### config.mk
export PLATFORM = sky130hd
export DESIGN_NAME = md_divider
export DESIGN_NICKNAME = d
export VERILOG_FILES = /design/src/rtl/md_pkg.sv /design/src/rtl/div_step.sv /design/src/rtl/md_divider.sv
export SDC_FILE = /design/constraint.sdc
export NUM_CORES = 1
export LEC_CHECK = 0
export BUFFER_PORTS_ARGS = -buffer_cell sky130_fd_sc_hd__buf_2
export CAP_MARGIN = 10
export CELL_PAD_IN_SITES_DETAIL_PLACEMENT = 0
export CELL_PAD_IN_SITES_GLOBAL_PLACEMENT = 1
export CORE_AREA = 2 2 251 178
export DETAILED_ROUTE_END_ITERATION = 8
export DIE_AREA = 0 0 253 180
export PLACE_DENSITY_LB_ADDON = 0.25
export SYNTH_ARGS = -nofsm -noshare
export SYNTH_HDL_FRONTEND = slang
export SYNTH_HIERARCHICAL = 1
export SYNTH_SLANG_ARGS = --single-unit
### constraint.sdc
create_clock -name clock -period 17.2 [get_ports clock]
set_input_delay 3.44 -clock clock [delete_from_list [all_inputs] [get_ports clock]]
set_output_delay 3.44 -clock clock [all_outputs]
set_load 0.005 [all_outputs]
### src/rtl/md_pkg.sv
// Shared multiply/divide definitions.
// Holds the MDFunc operation codes used by the multiplier and the divider,
// and the divider state type.
package md_pkg;

  // MDFunc codes: bit 2 selects divide, bit 1 selects remainder, bit 0 selects unsigned
  localparam logic [2:0] MD_MUL    = 3'b000;
  localparam logic [2:0] MD_MULH   = 3'b001;
  localparam logic [2:0] MD_MULHSU = 3'b010;
  localparam logic [2:0] MD_MULHU  = 3'b011;
  localparam logic [2:0] MD_DIV    = 3'b100;
  localparam logic [2:0] MD_DIVU   = 3'b101;
  localparam logic [2:0] MD_REM    = 3'b110;
  localparam logic [2:0] MD_REMU   = 3'b111;

  typedef enum logic [2:0] {
    DIV_IDLE = 3'd0,
    DIV_PREP = 3'd1,
    DIV_ITER = 3'd2,
    DIV_FIX  = 3'd3,
    DIV_DONE = 3'd4
  } div_state_e;

  // True for any of the four divide/remainder codes
  function automatic logic md_is_div(input logic [2:0] func);
    return func[2];
  endfunction

endpackage

### src/rtl/div_step.sv
// One restoring shift-subtract division step (purely combinational).
// Ports:
//   i_rem  partial remainder          o_rem  next partial remainder
//   i_quo  dividend/quotient shifter  o_quo  shifter with new quotient bit in LSB
//   i_dvs  divisor magnitude
module div_step #(
  parameter int unsigned DWIDTH = 32
) (
  input  logic [DWIDTH-1:0] i_rem,
  input  logic [DWIDTH-1:0] i_quo,
  input  logic [DWIDTH-1:0] i_dvs,
  output logic [DWIDTH-1:0] o_rem,
  output logic [DWIDTH-1:0] o_quo
);

  logic [DWIDTH:0] w_shift;
  logic [DWIDTH:0] w_diff;
  logic            w_ge;

  // Bring the next dividend bit into the remainder; one extra bit avoids overflow on compare
  assign w_shift = {i_rem, i_quo[DWIDTH-1]};
  assign w_diff  = w_shift - {1'b0, i_dvs};
  assign w_ge    = (w_shift >= {1'b0, i_dvs});

  // Remainder always ends below the divisor, so it fits back in DWIDTH bits
  assign o_rem = w_ge ? DWIDTH'(w_diff) : DWIDTH'(w_shift);
  assign o_quo = {i_quo[DWIDTH-2:0], w_ge};

endmodule

### src/rtl/md_divider.sv
// Iterative restoring divider for DIV/DIVU/REM/REMU.
// Sequence IDLE -> PREP -> ITER (DWIDTH cycles) -> FIX -> DONE -> IDLE.
// Ports:
//   clock, reset  rising-edge clock, asynchronous active-high reset
//   A, B          dividend and divisor, latched when a start is accepted
//   MDFunc        operation code (1xx = divide family)
//   divEn         start request
//   DivOut        result, held until the next completion
//   divBusy       stall request (combinational)
//   divDone       one-cycle result-valid pulse
// Build option: define DIV_EARLY_OUT_EN to finish divide-by-zero and signed
// overflow directly from PREP.
module md_divider
  import md_pkg::*;
#(
  parameter int unsigned DWIDTH = 32
) (
  input  logic              clock,
  input  logic              reset,
  input  logic [DWIDTH-1:0] A,
  input  logic [DWIDTH-1:0] B,
  input  logic [2:0]        MDFunc,
  input  logic              divEn,
  output logic [DWIDTH-1:0] DivOut,
  output logic              divBusy,
  output logic              divDone
);

  div_state_e        r_state;
  div_state_e        w_state_nxt;
  logic [DWIDTH-1:0] r_quo;
  logic [DWIDTH-1:0] r_rem;
  logic [DWIDTH-1:0] r_dvs;
  logic [DWIDTH-1:0] r_cnt;
  logic [1:0]        r_func;
  logic              r_qsign;
  logic              r_rsign;
  logic [DWIDTH-1:0] r_out;
  logic              r_done;

  logic              w_start;
  logic              w_signed;
  logic              w_a_neg;
  logic              w_b_neg;
  logic              w_dbz;
  logic              w_early;
  logic              w_last;
  logic [DWIDTH-1:0] w_rem_nxt;
  logic [DWIDTH-1:0] w_quo_nxt;
  logic [DWIDTH-1:0] w_q_fix;
  logic [DWIDTH-1:0] w_r_fix;
  logic [DWIDTH-1:0] w_result;

  assign w_start  = (r_state == DIV_IDLE) && divEn && md_is_div(MDFunc);
  assign w_signed = ~r_func[0];

  // In PREP r_quo/r_dvs still hold the raw operands
  assign w_a_neg = w_signed & r_quo[DWIDTH-1];
  assign w_b_neg = w_signed & r_dvs[DWIDTH-1];
  assign w_dbz   = (r_dvs == '0);
  assign w_last  = (r_cnt == DWIDTH'(DWIDTH - 1));

`ifdef DIV_EARLY_OUT_EN
  logic              w_ovf;
  logic [DWIDTH-1:0] w_early_res;

  assign w_ovf   = w_signed && (r_quo == {1'b1, (DWIDTH-1)'(0)}) && (r_dvs == '1);
  assign w_early = w_dbz | w_ovf;
  // Zero divisor: quotient all-ones, remainder A; overflow: quotient A, remainder 0
  assign w_early_res = r_func[1] ? (w_dbz ? r_quo : '0)
                                 : (w_dbz ? '1    : r_quo);
`else
  assign w_early = 1'b0;
`endif

  div_step #(
    .DWIDTH (DWIDTH)
  ) u_div_step (
    .i_rem (r_rem),
    .i_quo (r_quo),
    .i_dvs (r_dvs),
    .o_rem (w_rem_nxt),
    .o_quo (w_quo_nxt)
  );

  // Sign correction and quotient/remainder select
  assign w_q_fix  = r_qsign ? ('0 - r_quo) : r_quo;
  assign w_r_fix  = r_rsign ? ('0 - r_rem) : r_rem;
  assign w_result = r_func[1] ? w_r_fix : w_q_fix;

  // State register
  always_ff @(posedge clock or posedge reset) begin
    if (reset) r_state <= DIV_IDLE;
    else       r_state <= w_state_nxt;
  end

  // Next-state logic
  always_comb begin
    w_state_nxt = r_state;
    case (r_state)
      DIV_IDLE: if (w_start) w_state_nxt = DIV_PREP;
      DIV_PREP: w_state_nxt = w_early ? DIV_DONE : DIV_ITER;
      DIV_ITER: if (w_last) w_state_nxt = DIV_FIX;
      DIV_FIX:  w_state_nxt = DIV_DONE;
      DIV_DONE: w_state_nxt = DIV_IDLE;
      default:  w_state_nxt = DIV_IDLE;
    endcase
  end

  // Operand, sign, counter and result registers
  always_ff @(posedge clock or posedge reset) begin
    if (reset) begin
      r_quo   <= '0;
      r_rem   <= '0;
      r_dvs   <= '0;
      r_cnt   <= '0;
      r_func  <= '0;
      r_qsign <= 1'b0;
      r_rsign <= 1'b0;
      r_out   <= '0;
      r_done  <= 1'b0;
    end else begin
      r_done <= (w_state_nxt == DIV_DONE);
      case (r_state)
        DIV_IDLE: begin
          if (w_start) begin
            r_quo  <= A;
            r_dvs  <= B;
            r_func <= MDFunc[1:0];
          end
        end
        DIV_PREP: begin
          r_quo   <= w_a_neg ? ('0 - r_quo) : r_quo;
          r_dvs   <= w_b_neg ? ('0 - r_dvs) : r_dvs;
          // A zero divisor keeps the all-ones quotient un-negated; remainder then equals A
          r_qsign <= (w_a_neg ^ w_b_neg) & ~w_dbz;
          r_rsign <= w_a_neg;
          r_rem   <= '0;
          r_cnt   <= '0;
`ifdef DIV_EARLY_OUT_EN
          if (w_early) r_out <= w_early_res;
`endif
        end
        DIV_ITER: begin
          r_rem <= w_rem_nxt;
          r_quo <= w_quo_nxt;
          r_cnt <= r_cnt + DWIDTH'(1);
        end
        DIV_FIX: begin
          r_out <= w_result;
        end
        default: ;
      endcase
    end
  end

  assign divBusy = w_start || (r_state == DIV_PREP) || (r_state == DIV_ITER) ||
                   (r_state == DIV_FIX);
  assign DivOut  = r_out;
  assign divDone = r_done;

endmodule

# Word-level counts from Yosys, hierarchy flattened
# Cells that the tools add are included.
# classes
reduce_logical	13
n_addsub	5
eq_ne	8
order_cmp	1
bitwise_logic	6
n_mux	15
# op_table
op	count
two-way mux 32 bit	8
one-hot mux 32 bit (2 select lines)	3
one-hot mux 32 bit (3 select lines)	1
subtractor 1 x 32 -> 32 bit (first input constant)	3
greater-or-equal comparator 33 x 32 -> 1 bit	1
adder 32 x 1 -> 32 bit (second input constant)	1
== test 32 x 5 -> 1 bit (second input constant)	1
logical NOT 32 bit	1
subtractor 32 bit	1
one-hot mux 3 bit (4 select lines)	1
== test 3 x 2 -> 1 bit (second input constant)	2
two-way mux 3 bit	2
inequality test 2 bit (second input constant)	3
AND reduction 3 bit	2
nonzero test 2 bit	2
bitwise AND 1 bit	3
== test 3 x 1 -> 1 bit (second input constant)	1
== test 3 bit (second input constant)	1
logical NOT 3 bit	1
logical OR 1 bit	3
nonzero test 3 bit	1
logical AND 1 bit	2
NOT 1 bit	2
AND reduction 2 bit	1
bitwise XOR 1 bit	1
# totals
inputBits	70
ff_bits	168
wordCells	58
out_inout_bits	34

# Logic depth before layout (Yosys ltp)
# Gate-level depths: netlist (run 1).
# logic_depth
depth_word	6
depth_mapped	15
depth_no_buf	12

# Modules after synthesis
# The synthesis (run 1) kept the hierarchy.
# modules_own_cells
module	cells_each	area_each_um2	n_inst	seq_area_each_um2
md_divider	1129	10064.7	1	4204.0
div_step	396	2752.6	1	0.0

# Worst setup path before layout (run 1)
# No wires, ideal clock.
# synth_timing
path_type	input-to-output
startpoint	input MDFunc[2]
endpoint	output divBusy
path_slack_ns	10.027
required_ns	13.760
arrival_ns	3.733
stages	2
n_path_buf	0
cell_sequence	a21oi_1 -> a21oi_1
# synth_between
elab_chain_len	4
# synth_rtl
element	line	text
start, declared	md_divider.sv:22	input logic [2:0] MDFunc,
logical AND 1 bit	md_divider.sv:54	assign w_start = (r_state == DIV_IDLE) && divEn && md_is_div(MDFunc);
logical OR 1 bit (3 in series)	md_divider.sv:157	assign divBusy = w_start || (r_state == DIV_PREP) || (r_state == DIV_ITER) ||
end, declared	md_divider.sv:25	output logic divBusy,
# Every way passes these cells.

# Worst setup path in the final report (run 1)
# Same ends and word-level chain as after synthesis.

==> summary.txt, run 1 <==
GRT
  – Vias in the first global route: 11,200
  – First-pass GRT wire length: between 70,000 and 80,000 µm
  – Overall Global Routing Usage: 0.200
  – Total gr overflow: 0
  – Largest net degree at the start of global routing: 69
  – Initial antenna violation count: 1

STA
  – Slew HR: 0.220
  – Period Utilization, post-route: 0.434
  – Final Hold Fails: 0
  – Worst slew pin tran: 1.17 ns
  – RSZ-0062 raised after global routing: false
  – Max Fclk: around 0.13 GHz
  – Setup Skew: approximately 0.019 ns
  – Setup_tns: 0 ns
  – Max-slew violations: 0
  – Tmin final: 7.46 ns
  – Final worst setup slack: 9.74 ns
  – Final setup vio count: 0

Clock tree
  – CTS sink cnt: around 170
  – CTS tree: done
  – Hold buffer count at cts: 0
  – Num CTS Buffers: 17
  – Post_cts resized: 0
  – Max clock buf depth: 2
  – Post-CTS setup buffers: 0
  – Clock transition at path regs: 0.07 ns
  – H-tree depth: 4
  – CTS Root Cell: clkbuf_16
  – Skew-Pair Late Insertion Delay: 0.46 ns

Synth
  – Synth async-reset ratio: 1.00
  – Synth warn: 6
  – Leading post-synthesis cells by cell area: dfrtp_1, o21ai_0, nand2_1
  – Post-synth net total: around 1,600
  – Synth area leader: dfrtp_1
  – Distinct cells, synth: between 80 and 90
  – Synth top area share: 0.328
  – Sequential area share after synthesis: 0.328
  – Mapped cell area: between 10,000 and 15,000 µm²
  – Mean Syn Cell Area: 8.40 µm²
  – Gate count of the mapped netlist: 1,525
  – EDFF count, synth: 0
  – Top_reg_cell synth: dfrtp_1
  – FF+latch count, synth: 168

Placed design
  – Post-Place Cells: 2,070
  – Pre-CTS setup slack: 9.74 ns
  – I/O Buffers: 103
  – Routability Congestion: 0.859
  – HPWL Detailed: around 33,000 µm

Hold path
  – Tightest Hold Check Type: reg2reg
  – Min-delay src: DivOut[0]
  – Hold Path Stages: 2
  – Hold Path End: DivOut[0]

Drt
  – 1st-iter DRT viols: between 1,000 and 1,500
  – DRT Wirelength: 45,600 µm
  – Routed vias/inst: 5.84
  – DR WL/cell: around 22 µm
  – 1st-pass router iterations: 5
  – Post-route ant nets: 0
  – DRC: 0
  – Vias: between 10,000 and 15,000

Die
  – DIE WIDTH: 253 µm
  – Core Box Area: around 43,000 µm²
  – Initial Util: 0.296
  – Row count: between 60 and 70
  – Die area: 45,500 µm²
  – Io pins: between 100 and 150
  – Die height: 180 µm

Worst setup path
  – FF-to-FF End: r_rem[10]
  – Req. time, crit path: roughly 14 ns
  – Worst-path maximum fanout: 3
  – Critical Path Start Type: primary input
  – Worst R2R Path Depth: 11
  – WP data arrival: between 4 and 5 ns
  – Reg-to-Reg Start: r_dvs[8]
  – Critical path type: in2out
  – Flop2flop setup slack: roughly 12 ns
  – CP Capture Type: output port

Layout
  – Final Non-Filler Cells: 2,102
  – Nets: approximately 1,600
  – Share of layout cells above drive strength 1: 0.132
  – Synthesis-to-layout area growth: 10.4%
  – Final core utilization: 0.327
  – ANT cells: 0

Power and ir drop
  – PD cells: between 200 and 250 nW/µm²
  – Peak supply drop: about 0.088 mV
  – Pwr Total: approximately 2.9 mW
  – Leakage power total: 5.85 nW

Flow run
  – Max-cap violations: 0

Status
  – Status: completed
-- critical path: stages --
cell and delay [ns]:
buf_2 0.11, a21oi_1 0.23, a21oi_1 0.11, buf_2 0.13
-- final cells by class --
class | count | area (µm²)
flip-flops and latches | 168 | 4200
clock inverters | 13 | 169
fillers | 4577 | 29100
multi-input cells | 1155 | 7720
clock buffers | 19 | 443
inverters | 65 | 254
well taps | 561 | 702
repair buffers | 121 | 651
-- cells in the mapped netlist, types with 13 or more instances --
cell / instances
a211oi_1: 20
a21o_1: 18
a21oi_1: 83
a221oi_1: 14
a22o_1: 34
a31oi_1: 17
and3_1: 13
buf_4: 33
clkbuf_1: 81
dfrtp_1: 168
ha_1: 36
inv_1: 63
mux2i_1: 26
nand2_1: 126
nand3_1: 55
nand3b_1: 13
nand4_1: 20
nor2_1: 102
nor3_1: 44
nor4_1: 31
o211ai_1: 15
o21ai_0: 107
o22ai_1: 17
o2bb2ai_1: 16
o31ai_1: 36
o41ai_1: 16
or3_1: 18
or4_1: 20
xnor2_1: 26
xor2_1: 39
-- state kept, by name, indices dropped and copies added (netlist names) --
signal,count
DivOut,32
r_cnt,32
r_dvs,32
r_quo,32
r_rem,32
r_state,3
r_func,2
divDone,1
r_qsign,1
r_rsign,1
-- metrics by stage --
step / hold slack [ns] / instance area, µm²
2_1_floorplan: 0.450 / 12800
3_3_place_gp: 0.459 / 13500
3_5_place_dp: 0.466 / 13500
4_1_cts: 0.483 / 14100
5_1_grt: 0.516 / 14100
6_report: 0.473 / 14100
-- power breakdown --
group	internal, mW	total, mW	switching [mW]
sequential	0.541	0.834	0.293
combinational	0.649	1.60	0.951
clock	0.234	0.420	0.186
total	1.42	2.85	1.43
-- per-layer routing --
metal  vias to the layer above  GRT usage  share of wire
met3                        32     0.0400          0.069
met1                      6083      0.323           0.52
met5                         -     0.0116         0.0019
li1                       5763          -              -
met2                       403      0.264           0.40
met4                         4     0.0409          0.010
-- worst max path at each step --
stage,startpoint,endpoint
after floorplan,reset,DivOut[0]
after global placement,MDFunc[2],divBusy
after detailed placement,MDFunc[2],divBusy
after CTS,MDFunc[2],divBusy
after global routing,MDFunc[2],divBusy
final,MDFunc[2],divBusy
-- cell usage in the layout, fill, tap and decap left out, drive strengths merged, types with 7 or more instances in the layout --
cell	synthesis	final
a21o	18	18
a222oi	12	12
o41ai	16	16
inv	64	66
a21oi	84	84
or3	19	19
o21a	12	12
o21ai	108	108
nand3	55	55
mux2i	26	26
nor2	102	102
a31oi	17	17
o311ai	7	7
o31ai	37	37
o22ai	17	17
buf	56	121
clkbuf	81	19
and2	9	9
or4	22	22
nor4	31	31
nand2	126	126
nor3	45	45
o2bb2ai	16	16
a221o	7	7
mux2	19	19
o221ai	7	7
nand3b	13	13
nand2b	12	12
nand4	20	20
ha	36	36
a211oi	20	20
and3	13	13
a22oi	12	12
xor2	39	39
a221oi	14	14
a22o	34	34
dfrtp	168	168
o211ai	15	15
o31a	10	10
xnor2	26	26
-- cells by family after synthesis --
| family | synth area share |
|---|---|
| buffers and inverters | 0.0741 |
| AO/OA/AOI/OAI | 0.277 |
| multiplexers | 0.0396 |
| adder cells (fa/ha/maj) | 0.0367 |
| flip-flops | 0.328 |
| XOR/XNOR | 0.0444 |
| AND/OR/NAND/NOR | 0.200 |
Note: power is estimated with default switching activity, not from simulation.
==> run 2, diff against run 1 <==
==> constraint.sdc (replaced) <==
create_clock -name clock -period 6.1 [get_ports clock]
set_input_delay 1.22 -clock clock [delete_from_list [all_inputs] [get_ports clock]]
set_output_delay 1.22 -clock clock [all_outputs]
set_load 0.005 [all_outputs]
==> run 2 against run 1 <==
Via count shrank 0.24%. Register-to-register slack lost 11 ns. Sequential cell count is the same. Sequential share of layout area grew 0.066 points. Count of clock-buffer cells in the layout grew 1. Worst hold slack gained 0.0019 ns. Global-route usage grew 0.77 points. Clock skew shrank 0.0040 ns. Clock power grew to 2.7 times the previous value. Design area shrank 0.22%. Power grew to 2.8 times the previous value. Largest cell class unchanged. Largest power group unchanged.
==> summary.txt, run 2 (synthesized netlist as in run 1, its figures left out) <==
Status
  – Status: completed

STA
  – RSZ-0062 raised after global routing: false
  – Worst slew pin tran: 1.11 ns
  – Setup Skew: roughly 0.015 ns
  – Tmin final: 4.57 ns
  – Period Utilization, post-route: 0.749
  – Final Hold Fails: 0
  – Final setup vio count: 0
  – Final worst setup slack: 1.53 ns
  – Max-slew violations: 0
  – Max Fclk: 0.219 GHz
  – Slew HR: 0.257
  – Setup_tns: 0 ns

Drt
  – DRC: 0
  – 1st-iter DRT viols: 1,150
  – Routed vias/inst: 5.83
  – DRT Wirelength: about 47,000 µm
  – Vias: roughly 12,000
  – 1st-pass router iterations: 5
  – Post-route ant nets: 0
  – DR WL/cell: 22.4 µm

Clock tree
  – Clock transition at path regs: 0.07 ns
  – Hold buffer count at cts: 0
  – Num CTS Buffers: 17
  – CTS tree: done
  – CTS sink cnt: 168
  – Post-CTS setup buffers: 0
  – Skew-Pair Late Insertion Delay: 0.46 ns
  – H-tree depth: 4
  – Max clock buf depth: 2
  – CTS Root Cell: clkbuf_16
  – Post_cts resized: 0

GRT
  – Total gr overflow: 0
  – Initial antenna violation count: 0
  – Overall Global Routing Usage: 0.207
  – Vias in the first global route: 11,400
  – First-pass GRT wire length: 73,200 µm
  – Largest net degree at the start of global routing: 126

Layout
  – Synthesis-to-layout area growth: 10.1%
  – Flip-flop and latch area: 4200 µm²
  – Share of layout cells above drive strength 1: 0.132
  – Nets: 1,635
  – Most common cell after layout, fill and taps aside: dfrtp_1
  – ANT cells: 0
  – Most frequent cells in the layout: dfrtp_1, nand2_1, o21ai_0
  – Multi-input logic area: 7720 µm²
  – Fill count: 4,588

Die
  – DIE WIDTH: 253 µm
  – Row count: 64
  – Die area: 45,500 µm²
  – Die height: 180 µm
  – Initial Util: 0.296
  – Core Box Area: 43,200 µm²
  – Io pins: 104

Worst setup path
  – Worst path max stage delay: about 0.8 ns
  – Worst Path Buf+Inv: 1
  – Critical path type: reg2reg
  – Critical Path Start Type: flop
  – Worst path cell trace: ha_1 -> and4_1 -> nor4b_1 -> nand2_1 -> o21ai_0 -> a21oi_1 -> buf_4 -> and2_1 -> o41ai_1 -> a22o_1
  – CP Capture Type: flop
  – Critical path's top delay family: simple AND/OR/NAND/NOR gates
  – Req. time, crit path: approximately 6.5 ns
  – Worst-path maximum fanout: 17
  – Slowest stage cell, crit path: o41ai_1
  – WP data arrival: ~5.0 ns

Power and ir drop
  – Leakage power total: between 5 and 6 nW
  – PD cells: 570 nW/µm²
  – Peak supply drop: just under 0.3 mV

Placed design
  – Routability Congestion: 0.900
  – HPWL Detailed: 34,600 µm
  – I/O Buffers: 103
  – Pre-CTS setup slack: 1.80 ns

Hold path
  – Tightest Hold Check Type: reg2reg

Flow run
  – Max-cap violations: 0
run 2: worst paths after layout:
kind / start / end / slack [ns] / cells past startpoint
max in group asynchronous: reset / DivOut[0] / 4.21 / 3
max reg2reg: r_rem[16] / r_rem[30] / 1.53 / 10
max: r_rem[16] / r_rem[30] / 1.53 / 10
min: DivOut[1] / DivOut[1] / 0.48 / 2
min reg2reg: DivOut[1] / DivOut[1] / 0.48 / 2
min in group asynchronous: reset / r_dvs[31] / 0.79 / 2
run 2: layout make-up:
| class | instances | area share |
|---|---|---|
| multi-input combinational | 1155 | 0.547 |
| sequential | 168 | 0.298 |
| tap | 561 | 0.0497 |
| timing repair buffer | 121 | 0.0468 |
| clock buffer | 20 | 0.0324 |
| inverter | 65 | 0.0180 |
| clock inverter | 12 | 0.00833 |
run 2: per-stage QoR:
step           hold WS, ns  std cells  cell area, µm²  power, mW  utilization
2_1_floorplan        0.450       1525           12800       5.53            -
3_3_place_gp         0.457       2069           13500       6.87        0.313
3_5_place_dp         0.466       2070           13500       6.85        0.313
4_1_cts              0.482       2102           14100       8.00        0.326
5_1_grt              0.499       2102           14100       8.64        0.326
6_report             0.475       2102           14100       8.04        0.326
run 2: metal layers:
layer,vias to the layer above,share of wire,global-route usage
met5,-,0,0
met4,0,0.0083,0.0353
met3,20,0.065,0.0310
met2,423,0.40,0.282
met1,6061,0.53,0.339
li1,5751,-,-
run 2: worst register-to-register path: stages, from the launching register on:
cell,delay (ns)
dfrtp_1,0.53
ha_1,0.60
and4_1,0.32
nor4b_1,0.72
nand2_1,0.24
o21ai_0,0.33
a21oi_1,0.07
buf_4,0.23
and2_1,0.42
o41ai_1,0.79
a22o_1,0.25
run 2: where the power goes:
part	total, mW	switching (mW)	leakage, nW	internal (mW)
registers	2.36	0.837	2.13	1.53
clock network	1.12	0.530	0.275	0.591
logic	4.56	2.72	3.44	1.84
==> run 3, diff against run 2 <==
==> constraint.sdc (replaced) <==
create_clock -name clock -period 3.88 [get_ports clock]
set_input_delay 0.776 -clock clock [delete_from_list [all_inputs] [get_ports clock]]
set_output_delay 0.776 -clock clock [all_outputs]
set_load 0.005 [all_outputs]
==> run 3 against run 2 <==
Fmax increased by 30%. Cell count increased by 1.6%. Critical path depth increased by 1. Global-route usage about the same. Clock skew about the same. Critical path type unchanged.
==> summary.txt, run 3 (synthesized netlist as in run 1, its figures left out) <==
Clock tree
  – CTS sink cnt: 168
  – Max clock buf depth: 2
  – H-tree depth: 4
  – CTS tree: done
  – Hold buffer count at cts: 0
  – Num CTS Buffers: 17
  – CTS Root Cell: clkbuf_16
  – Post-CTS setup buffers: 0
  – Post_cts resized: 0
  – Clock transition at path regs: 0.08 ns
  – Skew-Pair Late Insertion Delay: 0.46 ns

GRT
  – Total gr overflow: 0
  – Overall Global Routing Usage: 0.208
  – Largest net degree at the start of global routing: 129
  – Initial antenna violation count: 0
  – First-pass GRT wire length: 73,100 µm
  – Vias in the first global route: 11,600

STA
  – Slew HR: 0.200
  – Final Hold Fails: 0
  – Setup Skew: 0.0143 ns
  – Period Utilization, post-route: 0.906
  – Setup_tns: 0 ns
  – Tmin final: 3.52 ns
  – Final setup vio count: 0
  – Max Fclk: 0.284 GHz
  – Worst slew pin tran: 1.20 ns
  – Max-slew violations: 0
  – RSZ-0062 raised after global routing: false

Power and ir drop
  – Leakage power total: 6.02 nW
  – Internal power: 6.31 mW
  – Pwr Total: 12.9 mW
  – Combinational share of power: 0.583
  – Clock share of power: 0.137
  – PD cells: 895 nW/µm²
  – Sequential Power Share: 0.280
  – Switching power: between 6 and 7 mW
  – Peak supply drop: around 0.52 mV
  – Switching Fraction: 0.509

Placed design
  – I/O Buffers: between 100 and 150
  – HPWL Detailed: 34,900 µm
  – Routability Congestion: ~0.93

Drt
  – 1st-iter DRT viols: 1,120
  – 1st-pass router iterations: 6
  – Post-route ant nets: 0
  – DRC: 0
  – Vias: 12,400
  – DRT Wirelength: 47,100 µm
  – DR WL/cell: 22.0 µm
  – Routed vias/inst: 5.80

Hold path
  – Hold Path End: DivOut[4]
  – Tightest Hold Check Type: reg2reg
  – Min-delay src: DivOut[4]
  – Hold Path Stages: 2

Status
  – Status: completed

Worst setup path
  – Slowest stage cell, crit path: ha_1
  – Worst-path maximum fanout: 16
  – CP Capture Type: flop
  – Worst R2R Path Depth: 11
  – Worst path cell trace: inv_1 -> ha_1 -> and4_1 -> nor4b_1 -> nand2_1 -> o21ai_0 -> a21oi_1 -> and2_1 -> buf_4 -> o41ai_1 -> a22o_1
  – Critical path type: reg2reg
  – Reg-to-Reg Start: r_dvs[17]
  – Worst path max stage delay: 0.49 ns
  – Req. time, crit path: roughly 4.3 ns
  – Flop2flop setup slack: 0.36 ns
  – Critical Path Start Type: flop
  – FF-to-FF End: r_rem[30]
  – WP data arrival: 3.91 ns

Die
  – Initial Util: 0.296
  – Core Box Area: 43,200 µm²
  – Die height: 180 µm
  – DIE WIDTH: 253 µm
  – Die area: 45,500 µm²
  – Row count: 64
  – Io pins: 104

Layout
  – Flip-flop and latch area: 4200 µm²
  – Share of layout cells above drive strength 1: 0.151
  – Fill count: 4,560
  – Multi-input logic area: 7720 µm²
  – Synthesis-to-layout area growth: 12.1%
  – Most common cell after layout, fill and taps aside: dfrtp_1
  – Nets: 1,669
  – ANT cells: 0
  – Most frequent cells in the layout: dfrtp_1, nand2_1, o21ai_0

Flow run
  – Max-cap violations: 0
-- run 3: per-layer routing --
metal | vias to the layer above | share of wire | global-route usage | wire [µm]
li1 | 5823 | - | - | -
met1 | 6080 | 0.52 | 0.334 | 24500
met2 | 450 | 0.39 | 0.272 | 18300
met3 | 31 | 0.076 | 0.0520 | 3570
met4 | 0 | 0.013 | 0.0391 | 612
met5 | - | 0 | 0 | 0
-- run 3: worst max path at each step --
stage	from	endpoint	slack (ns)	cells past startpoint
CTS	r_dvs[17]	r_rem[30]	0.48	11
floorplan	r_rem[10]	r_rem[10]	0.79	12
finish	r_dvs[17]	r_rem[30]	0.36	11
detailed placement	r_dvs[17]	r_rem[30]	0.51	11
global route	r_dvs[17]	r_rem[30]	0.12	11
global placement	r_dvs[0]	r_rem[18]	0.54	11
-- run 3: stage by stage --
step	instance area (µm²)	util	worst slack, ns	hold WS [ns]	std cells
floorplan	12800	-	0.787	0.450	1525
global placement	13800	0.319	0.539	0.465	2104
detailed placement	13800	0.319	0.515	0.467	2104
CTS	14400	0.332	0.477	0.486	2136
global route	14400	0.332	0.121	0.522	2136
finish	14400	0.332	0.364	0.480	2136
-- run 3: area by class of cell --
| cell class | instances | area share |
|---|---|---|
| clock buffer | 17 | 0.0296 |
| tap | 561 | 0.0488 |
| sequential | 168 | 0.292 |
| multi-input combinational | 1155 | 0.537 |
| inverter | 65 | 0.0176 |
| timing repair buffer | 155 | 0.0639 |
| clock inverter | 15 | 0.0105 |
-- run 3: power by group through the flow --
stage | clock, mW | sequential (mW) | combinational [mW]
2_1_floorplan | 0 | 3.06 | 5.63
3_3_place_gp | 0 | 3.58 | 7.42
3_5_place_dp | 0 | 3.60 | 7.37
4_1_cts | 1.80 | 3.57 | 7.39
5_1_grt | 1.88 | 3.72 | 8.22
6_report | 1.76 | 3.60 | 7.50
-- run 3: critical path, delay by kind of cell (launching register included) --
family          cells  cell delay (ns)
simple gates        4             1.16
buf+inv             2             0.30
flops               1             0.44
fa+ha+maj           1             0.49
compound gates      4             1.06
